### config.mk
export PLATFORM = sky130hd
export DESIGN_NAME = dbg_mem_arbiter_flat
export DESIGN_NICKNAME = d
export VERILOG_FILES = /design/src/rtl/dbg_mem_arbiter_if.sv /design/src/rtl/dbg_mem_arbiter.sv /design/src/flat_wrapper.sv
export SDC_FILE = /design/constraint.sdc
export NUM_CORES = 1
export LEC_CHECK = 0
export CAP_MARGIN = 30
export CORE_AREA = 5 5 206 208
export DETAILED_ROUTE_END_ITERATION = 16
export DIE_AREA = 0 0 211 213
export GPL_ROUTABILITY_DRIVEN = 0
export PLACE_DENSITY = 0.52
export SKIP_LAST_GASP = 1
export SLEW_MARGIN = 40
export SYNTH_ARGS = -nofsm -noshare
export SYNTH_HDL_FRONTEND = slang
export SYNTH_SLANG_ARGS = --single-unit
### constraint.sdc
create_clock -name clk -period 3.05 [get_ports clk]
set_clock_uncertainty 0.2 [all_clocks]
set_input_delay 0.4575 -clock clk [delete_from_list [all_inputs] [get_ports clk]]
set_output_delay 0.4575 -clock clk [all_outputs]
set_load 0.02 [all_outputs]
### src/rtl/dbg_mem_arbiter_if.sv
// rtl/dbg_mem_arbiter_if.sv - uP, memory-channel and debug bus bundle for dbg_mem_arbiter
interface dbg_mem_arbiter_if #(
   parameter int NUM_CH = 2,
   parameter int ADDR_W = 32,
   parameter int DATA_W = 32
);
   localparam int CH_W = $clog2(NUM_CH) + 1;

   // uP side, one slice per channel
   logic [NUM_CH*ADDR_W-1:0] up_addr;
   logic [NUM_CH*DATA_W-1:0] up_wdata;
   logic [NUM_CH-1:0]        up_read;
   logic [NUM_CH-1:0]        up_write;
   logic [NUM_CH-1:0]        up_start;
   logic [NUM_CH-1:0]        up_busy;
   logic [NUM_CH*DATA_W-1:0] up_rdata;
   logic [NUM_CH-1:0]        up_stall;

   // memory-channel side
   logic [NUM_CH*ADDR_W-1:0] ch_addr;
   logic [NUM_CH*DATA_W-1:0] ch_wdata;
   logic [NUM_CH-1:0]        ch_read;
   logic [NUM_CH-1:0]        ch_write;
   logic [NUM_CH-1:0]        ch_start;
   logic [NUM_CH*DATA_W-1:0] ch_rdata;
   logic [NUM_CH-1:0]        ch_done;

   // debug unit side
   logic [DATA_W-1:0]        pc_in;
   logic                     dbg_req;
   logic [1:0]               dbg_op;
   logic [CH_W-1:0]          dbg_ch;
   logic [ADDR_W-1:0]        dbg_addr;
   logic [DATA_W-1:0]        dbg_wdata;
   logic                     dbg_ready;
   logic                     dbg_valid;
   logic [DATA_W-1:0]        dbg_rdata;
   logic                     dbg_err;

   modport slave (
      input  up_addr, up_wdata, up_read, up_write, up_start, up_busy,
      output up_rdata, up_stall,
      output ch_addr, ch_wdata, ch_read, ch_write, ch_start,
      input  ch_rdata, ch_done,
      input  pc_in, dbg_req, dbg_op, dbg_ch, dbg_addr, dbg_wdata,
      output dbg_ready, dbg_valid, dbg_rdata, dbg_err
   );

   modport master (
      output up_addr, up_wdata, up_read, up_write, up_start, up_busy,
      input  up_rdata, up_stall,
      input  ch_addr, ch_wdata, ch_read, ch_write, ch_start,
      output ch_rdata, ch_done,
      output pc_in, dbg_req, dbg_op, dbg_ch, dbg_addr, dbg_wdata,
      input  dbg_ready, dbg_valid, dbg_rdata, dbg_err
   );
endinterface

### src/rtl/dbg_mem_arbiter.sv
// rtl/dbg_mem_arbiter.sv - debug/uP memory-channel arbiter; optional DBG_TIMEOUT_EN adds a GRANT/WAIT abort counter
module dbg_mem_arbiter #(
   parameter int NUM_CH    = 2,
   parameter int ADDR_W    = 32,
   parameter int DATA_W    = 32,
   parameter int TIMEOUT_W = 8
) (
   input  logic              clk,
   input  logic              rst_n,
   dbg_mem_arbiter_if.slave  bus
);
   localparam int CH_W = $clog2(NUM_CH) + 1;
   localparam logic [CH_W-1:0] NUM_CH_L = CH_W'(NUM_CH);

   localparam logic [1:0] OP_RD  = 2'b00;
   localparam logic [1:0] OP_WR  = 2'b01;
   localparam logic [1:0] OP_PC  = 2'b10;
   localparam logic [1:0] OP_ILL = 2'b11;

   // elaboration-time parameter sanity
   if (NUM_CH < 1 || NUM_CH > 8) begin : g_bad_num_ch
      $error("dbg_mem_arbiter: NUM_CH must be 1..8");
   end
   if (TIMEOUT_W < 1) begin : g_bad_timeout_w
      $error("dbg_mem_arbiter: TIMEOUT_W must be at least 1");
   end

   typedef enum logic [2:0] {
      S_IDLE  = 3'd0,
      S_GRANT = 3'd1,
      S_ISSUE = 3'd2,
      S_WAIT  = 3'd3,
      S_RESP  = 3'd4
   } state_t;

   state_t              state_q, state_d;
   logic [1:0]          op_q;
   logic [CH_W-1:0]     ch_q;
   logic [ADDR_W-1:0]   addr_q;
   logic [DATA_W-1:0]   wdata_q;
   logic [DATA_W-1:0]   rdata_q;
   logic                err_q;

   logic                accept;
   logic                bad_req;
   logic                busy_sel;
   logic                done_sel;
   logic [DATA_W-1:0]   rdata_sel;
   logic                tmo_hit;
   logic                tmo_abort;
   logic                own_act;
   logic                drive_act;

   assign accept  = bus.dbg_req && (state_q == S_IDLE);
   assign bad_req = (bus.dbg_op == OP_ILL) || (bus.dbg_ch >= NUM_CH_L);

   // pick out busy/done/rdata of the captured target channel
   always_comb begin
      busy_sel  = 1'b0;
      done_sel  = 1'b0;
      rdata_sel = '0;
      for (int c = 0; c < NUM_CH; c++) begin
         if (ch_q == CH_W'(c)) begin
            busy_sel  = bus.up_busy[c];
            done_sel  = bus.ch_done[c];
            rdata_sel = bus.ch_rdata[c*DATA_W +: DATA_W];
         end
      end
   end

`ifdef DBG_TIMEOUT_EN
   logic [TIMEOUT_W-1:0] tmo_q;

   assign tmo_hit = ((state_q == S_GRANT) || (state_q == S_WAIT)) && (tmo_q == '1);

   // timeout counter: cleared on entering GRANT, advances while waiting in GRANT/WAIT
   always_ff @(posedge clk or negedge rst_n) begin
      if (!rst_n) begin
         tmo_q <= '0;
      end else if ((state_d == S_GRANT) && (state_q != S_GRANT)) begin
         tmo_q <= '0;
      end else if ((state_q == S_GRANT) || (state_q == S_WAIT)) begin
         tmo_q <= tmo_q + 1'b1;
      end
   end
`else
   assign tmo_hit = 1'b0;
`endif

   // a completing transfer wins over a simultaneous timeout
   assign tmo_abort = tmo_hit && !((state_q == S_WAIT) && done_sel);

   // FSM state register
   always_ff @(posedge clk or negedge rst_n) begin
      if (!rst_n) begin
         state_q <= S_IDLE;
      end else begin
         state_q <= state_d;
      end
   end

   // FSM next-state logic
   always_comb begin
      state_d = state_q;
      case (state_q)
         S_IDLE: begin
            if (accept) begin
               if (bus.dbg_op == OP_PC || bad_req) begin
                  state_d = S_RESP;
               end else begin
                  state_d = S_GRANT;
               end
            end
         end
         S_GRANT: begin
            if (tmo_abort) begin
               state_d = S_RESP;
            end else if (!busy_sel) begin
               state_d = S_ISSUE;
            end
         end
         S_ISSUE: begin
            state_d = done_sel ? S_RESP : S_WAIT;
         end
         S_WAIT: begin
            if (done_sel || tmo_abort) begin
               state_d = S_RESP;
            end
         end
         S_RESP: begin
            state_d = S_IDLE;
         end
         default: begin
            state_d = S_IDLE;
         end
      endcase
   end

   // captured request fields and response data/error
   always_ff @(posedge clk or negedge rst_n) begin
      if (!rst_n) begin
         op_q    <= '0;
         ch_q    <= '0;
         addr_q  <= '0;
         wdata_q <= '0;
         rdata_q <= '0;
         err_q   <= 1'b0;
      end else if (accept) begin
         op_q    <= bus.dbg_op;
         ch_q    <= bus.dbg_ch;
         addr_q  <= bus.dbg_addr;
         wdata_q <= bus.dbg_wdata;
         if (bus.dbg_op == OP_PC) begin
            rdata_q <= bus.pc_in;
            err_q   <= 1'b0;
         end else if (bad_req) begin
            rdata_q <= '0;
            err_q   <= 1'b1;
         end else begin
            err_q   <= 1'b0;
         end
      end else if (tmo_abort) begin
         rdata_q <= '0;
         err_q   <= 1'b1;
      end else if (((state_q == S_ISSUE) || (state_q == S_WAIT)) && done_sel && (op_q == OP_RD)) begin
         rdata_q <= rdata_sel;
      end
   end

   // channel ownership: held from GRANT through RESP of a successful memory op
   assign own_act   = (state_q == S_GRANT) || (state_q == S_ISSUE) || (state_q == S_WAIT) ||
                      ((state_q == S_RESP) && !op_q[1] && !err_q);
   assign drive_act = (state_q == S_ISSUE) || (state_q == S_WAIT);

   // FSM outputs: uP pass-through except on the debug-owned channel
   always_comb begin
      bus.ch_addr  = bus.up_addr;
      bus.ch_wdata = bus.up_wdata;
      bus.ch_read  = bus.up_read;
      bus.ch_write = bus.up_write;
      bus.ch_start = bus.up_start;
      bus.up_rdata = bus.ch_rdata;
      bus.up_stall = '0;
      for (int c = 0; c < NUM_CH; c++) begin
         if (own_act && (ch_q == CH_W'(c))) begin
            bus.up_stall[c]                   = 1'b1;
            bus.up_rdata[c*DATA_W +: DATA_W]  = '0;
            bus.ch_read[c]                    = drive_act && (op_q == OP_RD);
            bus.ch_write[c]                   = drive_act && (op_q == OP_WR);
            bus.ch_start[c]                   = (state_q == S_ISSUE);
            if (drive_act) begin
               bus.ch_addr[c*ADDR_W +: ADDR_W]  = addr_q;
               bus.ch_wdata[c*DATA_W +: DATA_W] = wdata_q;
            end
         end
      end
   end

   assign bus.dbg_ready = (state_q == S_IDLE);
   assign bus.dbg_valid = (state_q == S_RESP);
   assign bus.dbg_rdata = rdata_q;
   assign bus.dbg_err   = err_q;

endmodule

### src/flat_wrapper.sv
// flat-port wrapper written by rule: the top's interface ports become plain ports
module dbg_mem_arbiter_flat 
#(
   parameter int NUM_CH    = 2,
   parameter int ADDR_W    = 32,
   parameter int DATA_W    = 32,
   parameter int TIMEOUT_W = 8
)
  (clk, rst_n, bus_up_addr, bus_up_wdata, bus_up_read, bus_up_write, bus_up_start, bus_up_busy, bus_up_rdata, bus_up_stall, bus_ch_addr, bus_ch_wdata, bus_ch_read, bus_ch_write, bus_ch_start, bus_ch_rdata, bus_ch_done, bus_pc_in, bus_dbg_req, bus_dbg_op, bus_dbg_ch, bus_dbg_addr, bus_dbg_wdata, bus_dbg_ready, bus_dbg_valid, bus_dbg_rdata, bus_dbg_err);
  dbg_mem_arbiter_if #(.NUM_CH(NUM_CH), .ADDR_W(ADDR_W), .DATA_W(DATA_W)) bus_i ();
  input  logic clk;
  input  logic rst_n;
  input wire logic [$bits(bus_i.up_addr)-1:0] bus_up_addr;
  input wire logic [$bits(bus_i.up_wdata)-1:0] bus_up_wdata;
  input wire logic [$bits(bus_i.up_read)-1:0] bus_up_read;
  input wire logic [$bits(bus_i.up_write)-1:0] bus_up_write;
  input wire logic [$bits(bus_i.up_start)-1:0] bus_up_start;
  input wire logic [$bits(bus_i.up_busy)-1:0] bus_up_busy;
  output wire logic [$bits(bus_i.up_rdata)-1:0] bus_up_rdata;
  output wire logic [$bits(bus_i.up_stall)-1:0] bus_up_stall;
  output wire logic [$bits(bus_i.ch_addr)-1:0] bus_ch_addr;
  output wire logic [$bits(bus_i.ch_wdata)-1:0] bus_ch_wdata;
  output wire logic [$bits(bus_i.ch_read)-1:0] bus_ch_read;
  output wire logic [$bits(bus_i.ch_write)-1:0] bus_ch_write;
  output wire logic [$bits(bus_i.ch_start)-1:0] bus_ch_start;
  input wire logic [$bits(bus_i.ch_rdata)-1:0] bus_ch_rdata;
  input wire logic [$bits(bus_i.ch_done)-1:0] bus_ch_done;
  input wire logic [$bits(bus_i.pc_in)-1:0] bus_pc_in;
  input wire logic [$bits(bus_i.dbg_req)-1:0] bus_dbg_req;
  input wire logic [$bits(bus_i.dbg_op)-1:0] bus_dbg_op;
  input wire logic [$bits(bus_i.dbg_ch)-1:0] bus_dbg_ch;
  input wire logic [$bits(bus_i.dbg_addr)-1:0] bus_dbg_addr;
  input wire logic [$bits(bus_i.dbg_wdata)-1:0] bus_dbg_wdata;
  output wire logic [$bits(bus_i.dbg_ready)-1:0] bus_dbg_ready;
  output wire logic [$bits(bus_i.dbg_valid)-1:0] bus_dbg_valid;
  output wire logic [$bits(bus_i.dbg_rdata)-1:0] bus_dbg_rdata;
  output wire logic [$bits(bus_i.dbg_err)-1:0] bus_dbg_err;
  assign bus_i.up_addr = bus_up_addr;
  assign bus_i.up_wdata = bus_up_wdata;
  assign bus_i.up_read = bus_up_read;
  assign bus_i.up_write = bus_up_write;
  assign bus_i.up_start = bus_up_start;
  assign bus_i.up_busy = bus_up_busy;
  assign bus_up_rdata = bus_i.up_rdata;
  assign bus_up_stall = bus_i.up_stall;
  assign bus_ch_addr = bus_i.ch_addr;
  assign bus_ch_wdata = bus_i.ch_wdata;
  assign bus_ch_read = bus_i.ch_read;
  assign bus_ch_write = bus_i.ch_write;
  assign bus_ch_start = bus_i.ch_start;
  assign bus_i.ch_rdata = bus_ch_rdata;
  assign bus_i.ch_done = bus_ch_done;
  assign bus_i.pc_in = bus_pc_in;
  assign bus_i.dbg_req = bus_dbg_req;
  assign bus_i.dbg_op = bus_dbg_op;
  assign bus_i.dbg_ch = bus_dbg_ch;
  assign bus_i.dbg_addr = bus_dbg_addr;
  assign bus_i.dbg_wdata = bus_dbg_wdata;
  assign bus_dbg_ready = bus_i.dbg_ready;
  assign bus_dbg_valid = bus_i.dbg_valid;
  assign bus_dbg_rdata = bus_i.dbg_rdata;
  assign bus_dbg_err = bus_i.dbg_err;
  dbg_mem_arbiter #(.NUM_CH(NUM_CH), .ADDR_W(ADDR_W), .DATA_W(DATA_W), .TIMEOUT_W(TIMEOUT_W)) u_core (.clk(clk), .rst_n(rst_n), .bus(bus_i));
endmodule
==> run_results.csv <==
group,metric,value,unit
status,status,"finished with violations",
status,violations,"negative setup slack",
cts,cts_tree,"built",
power,p_leak,0.00550,µW
setup_path,ff2ff_path_depth,6,
global_route,grt_pass1_wl,47500,µm
sta,relSlewSlack,0.551,
logic_synthesis,syn_inst,590,
final_layout,final_cell_area,13400,µm²
sta,grt_setup_unrepaired,"yes",
sta,fmax,307,MHz
final_layout,fillers,4156,
detailed_routing,drt-total-wl,33900,µm
final_layout,fin_cells,1689,
global_route,track_usage,0.140,
sta,hold_viol_final,0,
die,dieHeight,213,µm
global_route,grt_pass1_vias,7415,
sta,finalCriticalPeriod,3250,ps
sta,tns,-4780,ps
cts,cts_root_buffer,"clkbuf_16",
cts,htreeDepth,3,
logic_synthesis,ys_seq_elements,104,
setup_path,end_kind,"output pin",
global_route,antenna_found_initial,1,
detailed_routing,dr.first_iter.drc_count,132,
final_layout,synthToLayoutAreaGrowth,101,%
cts,cts_made_buffers,9,
detailed_routing,routedWlPerCell,20.1,µm
setup_path,cp-start-kind,"flip-flop",
sta,fin_crit_sh,1.07,
logic_synthesis,ys_types,28,
final_layout,drive_gt1_frac,0.345,
setup_path,slowest_delay,510,ps
logic_synthesis,synthTopCellsByArea,"dfrtp_1, mux2_2, a22oi_1",
logic_synthesis,synth_top_cell_by_area,"dfrtp_1",
die,rows,74,
logic_synthesis,synth_nets,895,
cts,clock_sinks,104,
setup_path,crit_top_cell,"mux2_4",
die,die-area,44900,µm²
cts,clk_latency,350,ps
setup_path,slowest_stage,"or4_1",
setup_path,crit_buf_inv,2,
setup_path,timing_worst_setup_path_type,"reg2out",
setup_path,path_cells,"or4_1 -> mux2_4 -> or3_4 -> buf_4 -> mux2_4 -> buf_6",
sta,finalSetupViolations,46,
die,initial_core_util,0.165,
placement,place.port_buffers,539,
logic_synthesis,yosys_warnings,0,
cts,clockBufferDepth,2,
die,core_area,40400,µm²
setup_path,crit_fanout,7,
power,pwr_density_cell,815,nW/µm²
die,die-width,211,µm
detailed_routing,route.detailed.drc,0,
logic_synthesis,syn_area_per_cell,11.3,µm²
final_layout,final_common_cell,"clkdlybuf4s50_1",
final_layout,final_net_count,1456,
die,ioPinCount,540,
setup_path,timing.rr.start,"u_core.ch_q[0]",
global_route,grt-ovfl-total,0,
detailed_routing,ant_nets,0,
placement,place_area,12900,µm²
placement,dp_hpwl,27000,µm
logic_synthesis,ys_seq_area_frac,0.390,
power,fin_total_pwr,10900,µW
setup_path,cp.required,2390,ps
detailed_routing,detail_route.first_pass.iterations,4,
global_route,grt_max_degree,60,
setup_path,critPathTopFamily,"simple AND/OR/NAND/NOR gates",
min_path,hold_class,"in2async",
sta,whs,323,ps
sta,tightestPinTransition,655,ps
logic_synthesis,synth_area,6680,µm²
detailed_routing,vias_per_cell,4.03,
power,peakVddDrop,0.000327,V
sta,worst_slack,-203,ps
cts,cts.reportedPaths.clkPinSlew,70,ps
setup_path,critPathArrivalTime,2600,ps
setup_path,r2r_setup_slack,590,ps
detailed_routing,vias,6812,
placement,dpl.cell_count,1648,
job,maxCapViolations,0,
setup_path,timing.rr.end,"u_core.bus.dbg_rdata[10]",
sta,slew_viol_final,0,
logic_synthesis,synth_top_area_share,0.390,
final_layout,final_cell_mix,"clkdlybuf4s50_1, mux2_2, dlygate4sd2_1",
## stage by stage
stage | util | setup WS, ps
detailed placement | 0.321 | -327
global placement | 0.320 | -293
floorplan | - | 363
finish | 0.332 | -203
global route | 0.332 | -258
CTS | 0.329 | -274
## cells by family after synthesis
group                  Yosys count  synth area share
buffers and inverters           47            0.0360
and+or+nand+nor                134             0.110
DFF                            104             0.390
AOI/OAI and AO/OA               71            0.0686
muxes                          234             0.396
## metal layers
metal  vias to the layer above  part of all wire  track usage
li1                       3237                 -            -
met1                      3216              0.39        0.154
met2                       343              0.51        0.258
met3                        16             0.085       0.0495
met4                         0             0.013       0.0304
met5                         -                 0            0
## report_power, final
part	internal (µW)	total, µW	switching, µW
logic	3640	7070	3430
clock network	660	1220	560
registers	2100	2630	532
## state kept, by name, summed over array words and instances (netlist names)
register,flops
u_core.wdata_q,32
u_core.addr_q,32
u_core.bus.dbg_rdata,32
u_core.state_q,3
u_core.ch_q,2
u_core.op_q,2
u_core.bus.dbg_err,1
## worst reg2reg max path: stages, from the launching register on
cell     delay [ps]
dfrtp_2         410
buf_4           470
mux2i_1         650
o32ai_4         190
buf_12          220
nor2_1          140
a21oi_1          50
## cell usage after synthesis
library cell,instances
and3_1,1
nor3_2,1
and2_1,33
nand2b_1,2
o21ai_0,3
nor3b_1,1
or4b_1,2
nand2_1,15
or3_1,1
dfrtp_1,104
buf_2,21
a21oi_1,35
inv_1,1
nor4b_2,1
clkbuf_1,20
nor2_2,1
mux2_4,4
nor2b_1,33
o32ai_4,1
nand3b_1,1
nor3_1,2
a22oi_1,32
nor2_1,38
or4_1,1
mux2i_1,3
buf_6,5
nor3b_2,1
mux2_2,227
## timing repair
action                                 in CTS  in global routing
hold buffers                                1                  0
pin swaps                                   7                 10
endpoints found under the hold margin      16                  0
gates cloned                                3                  2
setup endpoints to repair                 198                 92
setup buffers                              16                  5
gates resized for setup                   425                 69
## how the worst max path moves through the flow
stage / startpoint / end / depth (start not counted)
finish: u_core.bus.dbg_err / bus_ch_start[0] / 6
global route: u_core.bus.dbg_err / bus_ch_write[0] / 6
CTS: u_core.state_q[0] / bus_ch_write[0] / 6
detailed placement: u_core.state_q[0] / bus_up_rdata[16] / 6
global placement: u_core.state_q[0] / bus_up_rdata[14] / 6
floorplan: u_core.state_q[1] / bus_up_rdata[22] / 7
## area by class of cell
cell class / count / area (µm²) / area share
flip-flops and latches: 104 / 2600 / 0.194
multi-input cells: 439 / 3940 / 0.294
inverters: 1 / 3.75 / 0.000280
diodes: 1 / 2.50 / 0.000187
repair buffers: 596 / 5900 / 0.440
clock inverters: 5 / 56.3 / 0.00420
well taps: 532 / 666 / 0.0496
clock buffers: 11 / 243 / 0.0181
(Power assumes the default switching activity.)
